$ cat src/rtl/trading_pkg.sv
// Shared definitions for the trading slice: default field widths, order side
// encoding and the matching engine state encoding.
package trading_pkg;

    localparam int unsigned DEF_PRICE_W = 8;
    localparam int unsigned DEF_QTY_W   = 8;

    localparam logic SIDE_BUY  = 1'b0;
    localparam logic SIDE_SELL = 1'b1;

    typedef enum logic [1:0] {
        ST_IDLE  = 2'd0,
        ST_MATCH = 2'd1,
        ST_POST  = 2'd2
    } engine_state_t;

endpackage

$ cat src/rtl/book_slot.sv
// One resting-order slot (valid, price, qty) of the single-level book.
// Ports:
//   clk, reset         clock, asynchronous active-high reset
//   load               overwrite slot with op_price/op_qty (becomes valid)
//   merge              add op_qty to qty, saturating at all-ones
//   dec                subtract op_qty (a fill) from qty; empties slot at zero
//   op_price, op_qty   operand for the operation, op_price also used for compares
//   valid, price, qty  slot contents (price and qty read 0 when empty)
//   better_c, equal_c  op_price strictly better than / equal to resting price
module book_slot
    import trading_pkg::*;
#(
    parameter int unsigned PRICE_W     = DEF_PRICE_W,
    parameter int unsigned QTY_W       = DEF_QTY_W,
    parameter bit          BETTER_HIGH = 1'b1   // 1: higher price is better (bid side)
) (
    input  logic               clk,
    input  logic               reset,
    input  logic               load,
    input  logic               merge,
    input  logic               dec,
    input  logic [PRICE_W-1:0] op_price,
    input  logic [QTY_W-1:0]   op_qty,
    output logic               valid,
    output logic [PRICE_W-1:0] price,
    output logic [QTY_W-1:0]   qty,
    output logic               better_c,
    output logic               equal_c
);

    logic [QTY_W:0]   sum_c;
    logic [QTY_W-1:0] rem_c;

    // Price comparison and arithmetic helpers
    always_comb begin
        sum_c    = {1'b0, qty} + {1'b0, op_qty};
        rem_c    = qty - op_qty;
        equal_c  = (op_price == price);
        better_c = BETTER_HIGH ? (op_price > price) : (op_price < price);
    end

    // Slot state
    always_ff @(posedge clk or posedge reset) begin
        if (reset) begin
            valid <= 1'b0;
            price <= '0;
            qty   <= '0;
        end else if (load) begin
            valid <= 1'b1;
            price <= op_price;
            qty   <= op_qty;
        end else if (merge) begin
            qty <= sum_c[QTY_W] ? {QTY_W{1'b1}} : sum_c[QTY_W-1:0];
        end else if (dec) begin
            if (rem_c == '0) begin
                valid <= 1'b0;
                price <= '0;
                qty   <= '0;
            end else begin
                qty <= rem_c;
            end
        end
    end

endmodule

$ cat src/rtl/matching_engine.sv
// Single-level order-matching engine: one resting bid, one resting ask.
// Each accepted order takes three cycles: IDLE (accept), MATCH (cross against
// the opposite slot), POST (rest, merge, replace or discard the remainder).
// Ports:
//   clk, reset                  clock, asynchronous active-high reset
//   order_valid/order_ready     order handshake (ready only in IDLE, not halted)
//   order_side/price/qty        incoming order (side 0 = buy, 1 = sell)
//   halt_in                     blocks acceptance only
//   match_flag                  one-cycle pulse per trade
//   trade_price, trade_qty      last trade, held between trades
//   reject_flag                 one-cycle pulse when an order is discarded
//   bid_valid/best_bid, ask_valid/best_ask   resting book
module matching_engine
    import trading_pkg::*;
#(
    parameter int unsigned PRICE_W = DEF_PRICE_W,
    parameter int unsigned QTY_W   = DEF_QTY_W
) (
    input  logic               clk,
    input  logic               reset,
    input  logic               order_valid,
    output logic               order_ready,
    input  logic               order_side,
    input  logic [PRICE_W-1:0] order_price,
    input  logic [QTY_W-1:0]   order_qty,
    input  logic               halt_in,
    output logic               match_flag,
    output logic [PRICE_W-1:0] trade_price,
    output logic [QTY_W-1:0]   trade_qty,
    output logic               reject_flag,
    output logic               bid_valid,
    output logic [PRICE_W-1:0] best_bid,
    output logic               ask_valid,
    output logic [PRICE_W-1:0] best_ask
);

    engine_state_t      state;
    logic               inc_side;
    logic [PRICE_W-1:0] inc_price;
    logic [QTY_W-1:0]   inc_qty;

    logic [QTY_W-1:0]   bid_qty, ask_qty;
    logic               bid_better_c, bid_equal_c, ask_better_c, ask_equal_c;
    logic               bid_load_c, bid_merge_c, bid_dec_c;
    logic               ask_load_c, ask_merge_c, ask_dec_c;

    logic               cross_c, do_trade_c, do_post_c, reject_c;
    logic               same_valid_c, same_equal_c;
    logic [QTY_W-1:0]   rest_qty_c, fill_c, slot_qty_c;
    logic [PRICE_W-1:0] rest_price_c;

    // Ready is held low throughout reset, not just after the state clears
    assign order_ready = (state == ST_IDLE) && !halt_in && !reset;

    // Crossing, fill and slot operation decode
    always_comb begin
        cross_c      = 1'b0;
        rest_qty_c   = '0;
        rest_price_c = '0;
        if (inc_side == SIDE_BUY) begin
            cross_c      = ask_valid && (inc_price >= best_ask);
            rest_qty_c   = ask_qty;
            rest_price_c = best_ask;
        end else begin
            cross_c      = bid_valid && (inc_price <= best_bid);
            rest_qty_c   = bid_qty;
            rest_price_c = best_bid;
        end
        cross_c      = cross_c && (inc_qty != '0);
        fill_c       = (inc_qty < rest_qty_c) ? inc_qty : rest_qty_c;

        do_trade_c   = (state == ST_MATCH) && cross_c;
        do_post_c    = (state == ST_POST) && (inc_qty != '0);
        same_valid_c = (inc_side == SIDE_BUY) ? bid_valid   : ask_valid;
        same_equal_c = (inc_side == SIDE_BUY) ? bid_equal_c : ask_equal_c;

        bid_dec_c    = do_trade_c && (inc_side == SIDE_SELL);
        ask_dec_c    = do_trade_c && (inc_side == SIDE_BUY);
        bid_load_c   = do_post_c && (inc_side == SIDE_BUY)  && (!bid_valid || bid_better_c);
        ask_load_c   = do_post_c && (inc_side == SIDE_SELL) && (!ask_valid || ask_better_c);
        bid_merge_c  = do_post_c && (inc_side == SIDE_BUY)  && bid_valid && bid_equal_c;
        ask_merge_c  = do_post_c && (inc_side == SIDE_SELL) && ask_valid && ask_equal_c;

        // Replace and worse-price both discard an order; only a merge does not
        reject_c     = do_post_c && same_valid_c && !same_equal_c;
        slot_qty_c   = (state == ST_MATCH) ? fill_c : inc_qty;
    end

    book_slot #(.PRICE_W(PRICE_W), .QTY_W(QTY_W), .BETTER_HIGH(1'b1)) u_bid (
        .clk      (clk),
        .reset    (reset),
        .load     (bid_load_c),
        .merge    (bid_merge_c),
        .dec      (bid_dec_c),
        .op_price (inc_price),
        .op_qty   (slot_qty_c),
        .valid    (bid_valid),
        .price    (best_bid),
        .qty      (bid_qty),
        .better_c (bid_better_c),
        .equal_c  (bid_equal_c)
    );

    book_slot #(.PRICE_W(PRICE_W), .QTY_W(QTY_W), .BETTER_HIGH(1'b0)) u_ask (
        .clk      (clk),
        .reset    (reset),
        .load     (ask_load_c),
        .merge    (ask_merge_c),
        .dec      (ask_dec_c),
        .op_price (inc_price),
        .op_qty   (slot_qty_c),
        .valid    (ask_valid),
        .price    (best_ask),
        .qty      (ask_qty),
        .better_c (ask_better_c),
        .equal_c  (ask_equal_c)
    );

    // Engine FSM with registered pulses and trade report
    always_ff @(posedge clk or posedge reset) begin
        if (reset) begin
            state       <= ST_IDLE;
            inc_side    <= SIDE_BUY;
            inc_price   <= '0;
            inc_qty     <= '0;
            match_flag  <= 1'b0;
            reject_flag <= 1'b0;
            trade_price <= '0;
            trade_qty   <= '0;
        end else begin
            match_flag  <= 1'b0;
            reject_flag <= 1'b0;
            case (state)
                ST_IDLE: begin
                    if (order_valid && order_ready) begin
                        inc_side  <= order_side;
                        inc_price <= order_price;
                        inc_qty   <= order_qty;
                        state     <= ST_MATCH;
                    end
                end
                ST_MATCH: begin
                    if (cross_c) begin
                        match_flag  <= 1'b1;
                        trade_price <= rest_price_c;
                        trade_qty   <= fill_c;
                        inc_qty     <= inc_qty - fill_c;
                    end
                    state <= ST_POST;
                end
                ST_POST: begin
                    reject_flag <= reject_c;
                    state       <= ST_IDLE;
                end
                default: state <= ST_IDLE;
            endcase
        end
    end

endmodule

$ cat config.mk
export PLATFORM = sky130hd
export DESIGN_NAME = matching_engine
export DESIGN_NICKNAME = d
export VERILOG_FILES = /design/src/rtl/trading_pkg.sv /design/src/rtl/book_slot.sv /design/src/rtl/matching_engine.sv
export SDC_FILE = /design/constraint.sdc
export NUM_CORES = 1
export LEC_CHECK = 0
export CORE_MARGIN = 2
export CORE_UTILIZATION = 59
export CTS_CLUSTER_DIAMETER = 200
export CTS_CLUSTER_SIZE = 28
export DETAILED_ROUTE_END_ITERATION = 16
export HOLD_SLACK_MARGIN = 0.1
export PLACE_DENSITY_LB_ADDON = 0.12
export SETUP_SLACK_MARGIN = 0.02
export SLEW_MARGIN = 15
export SYNTH_ARGS = -nofsm -noshare
export SYNTH_HDL_FRONTEND = slang
export SYNTH_SLANG_ARGS = --single-unit
$ cat constraint.sdc
create_clock -name clk -period 5.8 [get_ports clk]
set_input_delay 1.16 -clock clk [delete_from_list [all_inputs] [get_ports clk]]
set_output_delay 1.16 -clock clk [all_outputs]
set_load 0.02 [all_outputs]
== After elaboration in Yosys (flattened, before gate mapping) ==
Index checks and enable logic that the tools add are counted.

* Multiplexer cells: 41
* Add/subtract/negate cells: 5
* Reductions and logical operators: 43
* Equal/unequal tests: 8
* $lt $le $gt $ge: 5
* Bitwise logic cells: 1

{| class="wikitable"
|+ Operator list
! operator !! count
|-
| $mux 8 || 24
|-
| $sub 8x8->8 || 3
|-
| $logic_and 1x1->1 || 20
|-
| $add 8x8->9 || 2
|-
| $eq 8x8->1 || 2
|-
| $logic_not 8->1 || 2
|-
| $lt 8x8->1 || 2
|-
| $pmux 8 s2 || 1
|-
| $mux 1 || 14
|-
| $reduce_bool 2->1 || 5
|-
| $reduce_and 3->1 || 3
|-
| $ge 8x8->1 || 1
|-
| $gt 8x8->1 || 1
|-
| $le 8x8->1 || 1
|-
| $reduce_bool 8->1 || 1
|-
| $ne 2x2->1 const B || 3
|-
| $reduce_bool 3->1 || 2
|-
| $logic_not 1->1 || 5
|-
| $pmux 2 s2 || 1
|-
| $reduce_and 2->1 || 2
|-
| $eq 2x1->1 const B || 1
|-
| $eq 2x2->1 const B || 1
|-
| $logic_not 2->1 || 1
|-
| $logic_or 1x1->1 || 2
|-
| 3 further kinds || 3
|}

* Input port bits: 21
* Register bits after elaboration: 71
* Output and inout bits: 37

== Longest topological paths before layout ==
* Depth after elaboration: 10
* Mapped depth: 24
* Gate-level depth less buffers: 21

== By module ==
A second synthesis with hierarchy kept.

* Cell total of the unflattened synthesis: 737
* Area, all modules: 6,194.7 µm²

{| class="wikitable"
|+ By module, submodules not included
! module !! cells each !! instances !! area an instance (µm²)
|-
| matching_engine || 322 || 1 || 2,707.6
|-
| book_slot (u_ask) || 207 || 1 || 1,747.9
|-
| book_slot (u_bid) || 208 || 1 || 1,739.2
|}

== Worst setup path after synthesis ==
Ideal clock, no wire load.

* Kind: register to register
* Start point: reg inc_side
* End point: reg u_bid.valid
* Data required time: 5.660 ns
* Clock period less this slack: 4.690 ns
* Library setup time: 0.140 ns
* Stages on the path, launching flop included: 24
* Buffers on the path: 4
* Setup slack: 1.110 ns
* Data arrival time: 4.550 ns
* Cell sequence: dfrtp_1 buf_6 buf_6 mux2i_1 ha_1 nand4_1 or2_2 clkbuf_1 nand3_1 clkbuf_1 nand2_1 o21ai_0 nor2_1 a21oi_1 inv_1 ha_1 inv_1 a21o_2 nor2_1 and4_4 a311oi_2 nand4_1 a2111oi_4 nor2_1

* Longest elaborated chain between the ends: 8
* Elaborated cells on any way between the ends: 20
* Classes of those cells: add/sub: 1; order compare: 1; eq/ne: 1; mux: 5; bitwise: 1; reduce/logical: 11

{| class="wikitable"
|+ RTL lines
! element !! line !! text
|-
| start: declaration || matching_engine.sv:38 || <nowiki>logic inc_side;</nowiki>
|-
| start signal: assignment || matching_engine.sv:136 || <nowiki>inc_side <= order_side;</nowiki>
|-
| $mux 8 || matching_engine.sv:60 || <nowiki>if (inc_side == SIDE_BUY) begin</nowiki>
|-
| $lt 8x8->1 || matching_engine.sv:70 || <nowiki>fill_c = (inc_qty < rest_qty_c) ? inc_qty : rest_qty_c;</nowiki>
|-
| $mux 8 || matching_engine.sv:70 ||
|-
| $mux 8 || matching_engine.sv:86 || <nowiki>slot_qty_c = (state == ST_MATCH) ? fill_c : inc_qty;</nowiki>
|-
| $sub 8x8->8 || book_slot.sv:37 || <nowiki>rem_c = qty - op_qty;</nowiki>
|-
| $logic_not 8->1 || book_slot.sv:55 || <nowiki>if (rem_c == '0) begin</nowiki>
|-
| $reduce_bool 2->1 (no source line) || - ||
|-
| $reduce_and 3->1 (no source line) || - ||
|-
| end signal: assignment || book_slot.sv:45 || <nowiki>valid <= 1'b0;</nowiki>
|-
| end signal: assignment || book_slot.sv:49 || <nowiki>valid <= 1'b1;</nowiki>
|-
| end signal: assignment || book_slot.sv:56 || <nowiki>valid <= 1'b0;</nowiki>
|-
| end: declaration || book_slot.sv:24 || <nowiki>output logic valid,</nowiki>
|}

Parallel ways exist; a longest one is shown, timed or not.
A chain may end at the register's enable or synchronous reset.

== Final worst setup path ==
* Start point: reg inc_side
* End point: reg u_ask.qty[6]

* Longest elaborated chain between the ends: 10
* Elaborated cells on any way between the ends: 22
* Classes of those cells: add/sub: 2; order compare: 1; mux: 9; bitwise: 1; reduce/logical: 9

{| class="wikitable"
|+ RTL lines
! element !! line !! text
|-
| $mux 8 || matching_engine.sv:60 ||
|-
| $lt 8x8->1 || matching_engine.sv:70 ||
|-
| $mux 8 || matching_engine.sv:70 ||
|-
| $mux 8 || matching_engine.sv:86 ||
|-
| $sub 8x8->8 || book_slot.sv:37 ||
|-
| $logic_not 8->1 || book_slot.sv:55 ||
|-
| $mux 8 || book_slot.sv:55 ||
|-
| $mux 8 || book_slot.sv:54 || <nowiki>end else if (dec) begin</nowiki>
|-
| $mux 8 || book_slot.sv:52 || <nowiki>end else if (merge) begin</nowiki>
|-
| $mux 8 || book_slot.sv:48 || <nowiki>end else if (load) begin</nowiki>
|-
| end signal: assignment || book_slot.sv:51 || <nowiki>qty <= op_qty;</nowiki>
|-
| end signal: assignment || book_slot.sv:53 || <nowiki>qty <= sum_c[QTY_W] ? {QTY_W{1'b1}} : sum_c[QTY_W-1:0];</nowiki>
|-
| end signal: assignment || book_slot.sv:60 || <nowiki>qty <= rem_c;</nowiki>
|-
| end: declaration || book_slot.sv:26 || <nowiki>output logic [QTY_W-1:0] qty,</nowiki>
|}

Parallel ways exist; a longest one is shown, timed or not. The select of a mux whose other input is x is not followed.

==> impl_results.md <==
- Status: completed
- Fin area: 0.006741 mm2
- CTS Buf Count: 9
- Top cell type's share of synthesized area: around 30%
- Min Tclk post-route: about 5.2 ns
- CTS tree: done
- Setup crit start: inc_side$_DFFE_PP0P_
- DRT Pass-1 Iters: 5
- H-tree depth: 3
- Worst-Margin Slew: around 1.1 ns
- Syn Std Cell Area: 0.005833 mm2
- Final setup fails: 0
- Via Count: between 5000 and 6000
- R2R cell count: 16
- Synth-to-layout area growth: 15.57%
- Multi-input logic area: roughly 0.0037 mm2
- Fin crit share: roughly nine tenths
- Worst clock skew: ~0.0095 ns
- Placed cell area: around 0.0065 mm2
- Slew margin rel.: 28.88%
- Die area: between 0.01 and 0.015 mm2
- Dpl ws: 0.2278 ns
- Skew-Pair Late Insertion Delay: 0.36 ns
- CP required: 6.05 ns
- Final HPWL DP: roughly 13 mm
- Fmax: about 0.19 GHz
- Main flop type after synthesis: dfrtp_1
- Core area: just under 0.01 mm2
- Drt wl/cell: 19.32 um
- Max Cap Viol: 0
- Final ANT Viol Nets: 0
- CTS Sinks: between 70 and 80
- Layout cells sized above 1: under 10%
- First-pass GRT wire length: approximately 27 mm
- YS warnings: 0
- Std-Cell Rows: 36
- Seq cells post-synth: between 70 and 80
- Final Hold Viols: 0
- WS Path Type: flop to flop
- Num ports: 58
- # DRC: 0
- Post-synth EDFFs: 0
- Total track usage: approximately a third
- Reg area: approximately 0.0018 mm2
- Initial Util: 60.23%
- Hold Crit Depth: 1
- Final layout net count: approximately 820
- Ant diodes: 0
- Detailed Route WL: about 17 mm
- Root buf cell: clkbuf_8
- Top cells by area, synth: dfrtp_1, ha_1, a21oi_1
- Post-Syn Nets: roughly 770
- RePlAce Congestion: 0.9438
- RR Startpoint: inc_side$_DFFE_PP0P_
- RSZ-0062 raised after global routing: no
- Synth async-reset ratio: 100.0%
- Syn avg cell area: ~8.5 um2
- IO Port Bufs: 57
- Clock Pin Slew Worst Setup and Hold Paths: roughly 0.09 ns
- Vias in the first global route: ~5400
- Final worst slack: 0.5663 ns
- Mapped Cells: between 600 and 700
- FILL cells: ~780
- Core Util, Final: between 60% and 70%
- Sequential area share after synthesis: between 30% and 40%
- Max-slew violations: 0
- Pin count of the biggest net entering global routing: 40
- Crit end category: flop
- Worst-case clock buffer depth: 2
- Beginning of the worst hold path: trade_qty[7]$_DFFE_PP0P_
- Die Ht: approximately 100 um
- Setup TNS: 0 ns
- CP max FO: 11
- Gr ovfl total: 0
- Die Wd: 103.4 um
- Post-synthesis cell type count: 74
- Vias per cell: between 6 and 7
- Area leader, netlist: dfrtp_1
- Initial DRC count: 381
- Initial antenna violation count: 0
- Crit path DAT: 5.49 ns
- Hold WC Path Type: flop to flop
- Startpoint Class: flop
-- cell usage in the layout (no fill, tap or decap), drive strengths merged, types with 5 or more instances in the layout --
cell type,count
buf,16
nand3,7
inv,57
a21o,15
nand4,11
o22ai,23
xor2,5
a211oi,8
o211ai,8
a21oi,59
o21ai,50
ha,57
mux2i,27
nand2,70
o21a,7
nor4,11
dfrtp,71
mux2,14
clkdlybuf4s50,57
nor3,15
a31oi,13
nor2,48
xnor2,17
clkbuf,10
-- worst max-delay path, cell delays in order (launching register included) --
cell      delay, ns
dfrtp_2        0.55
mux2i_1        0.41
ha_1           0.34
a21oi_1        0.19
o21a_1         0.29
a311oi_1       0.16
a21oi_1        0.56
inv_1          0.15
ha_1           0.35
inv_1          0.05
ha_1           0.21
nor4_2         0.52
o221ai_1       0.33
or4_1          0.45
nand4_1        0.17
a21oi_1        0.09
a221oi_1       0.30
-- cell usage after synthesis (all sizes together) (4+ instances only) --
master  count
a31oi      13
inv        56
mux2       14
nor3       15
buf         4
nand2b      4
a21o       15
o21ai      50
a211oi      8
nand3       7
nor2       48
nor4       11
a21oi      59
mux2i      27
nand4      11
dfrtp      71
o211ai      8
o22ai      23
xor2        5
ha         57
o21a        7
nand2      70
o31ai       4
clkbuf     22
o21bai      4
xnor2      17
-- through the flow --
stage	std cells	hold WS, ns
CTS	878	0.5228
floorplan	685	0.4989
finish	880	0.5163
global route	880	0.5471
global placement	862	0.4929
detailed placement	862	0.5030
-- kinds of logic (layout without fill, tap and decap cells) --
kind of cell | Yosys count | in the layout | synth area share [%]
fa+ha+maj | 59 | 59 | 12.91
buf+inv | 84 | 146 | 6.178
simple gates | 191 | 191 | 15.77
flops | 71 | 71 | 30.46
mux | 41 | 41 | 7.400
xor+xnor | 22 | 22 | 3.303
compound gates | 217 | 217 | 23.98
-- metal layers --
metal  up-vias  share of wire (%)  GRT usage (%)
met5         -                  0              0
met4         0                2.6          15.08
met3        32                6.7          5.444
met2       242                 48          53.25
met1      2625                 43          44.43
li1       2601                  -              -
-- flip-flops by register name, indices dropped and copies added, names as in the netlist --
name / count
inc_side: 1
reject_flag: 1
trade_price: 8
u_bid.price: 8
u_bid.qty: 8
inc_qty: 8
state: 2
inc_price: 8
match_flag: 1
trade_qty: 8
u_bid.valid: 1
u_ask.valid: 1
u_ask.qty: 8
u_ask.price: 8
-- final cells by class --
cell class                      count  area share [%]
Timing Repair Buffer               73           10.24
Tap cell                          133           2.468
Inverter                           57           3.174
Clock buffer                       10           1.893
Multi-Input combinational cell    530           54.83
Clock inverter                      6           1.021
Sequential cell                    71           26.37
-- worst paths after layout --
path,endpoint,slack (ns)
hold / removal,trade_qty[7]$_DFFE_PP0P_,0.52
min in group asynchronous,match_flag$_DFF_PP0_,1.25
max in group asynchronous,inc_side$_DFFE_PP0P_,3.54
setup / recovery,u_ask.qty[6]$_DFFE_PP0P_,0.57
setup reg to reg,u_ask.qty[6]$_DFFE_PP0P_,0.57
hold reg to reg,trade_qty[7]$_DFFE_PP0P_,0.52
-- what timing repair did --
| action | in CTS | in global routing |
|---|---|---|
| gates resized for setup | 0 | 3 |
| hold buffers | 0 | 0 |
| setup endpoints to repair | 0 | 22 |
| setup buffers | 0 | 2 |
| hold endpoints to repair | 0 | 0 |
Power is not shown: default switching activity piles up to over one toggle a cycle in this logic, so the estimate is an artifact.
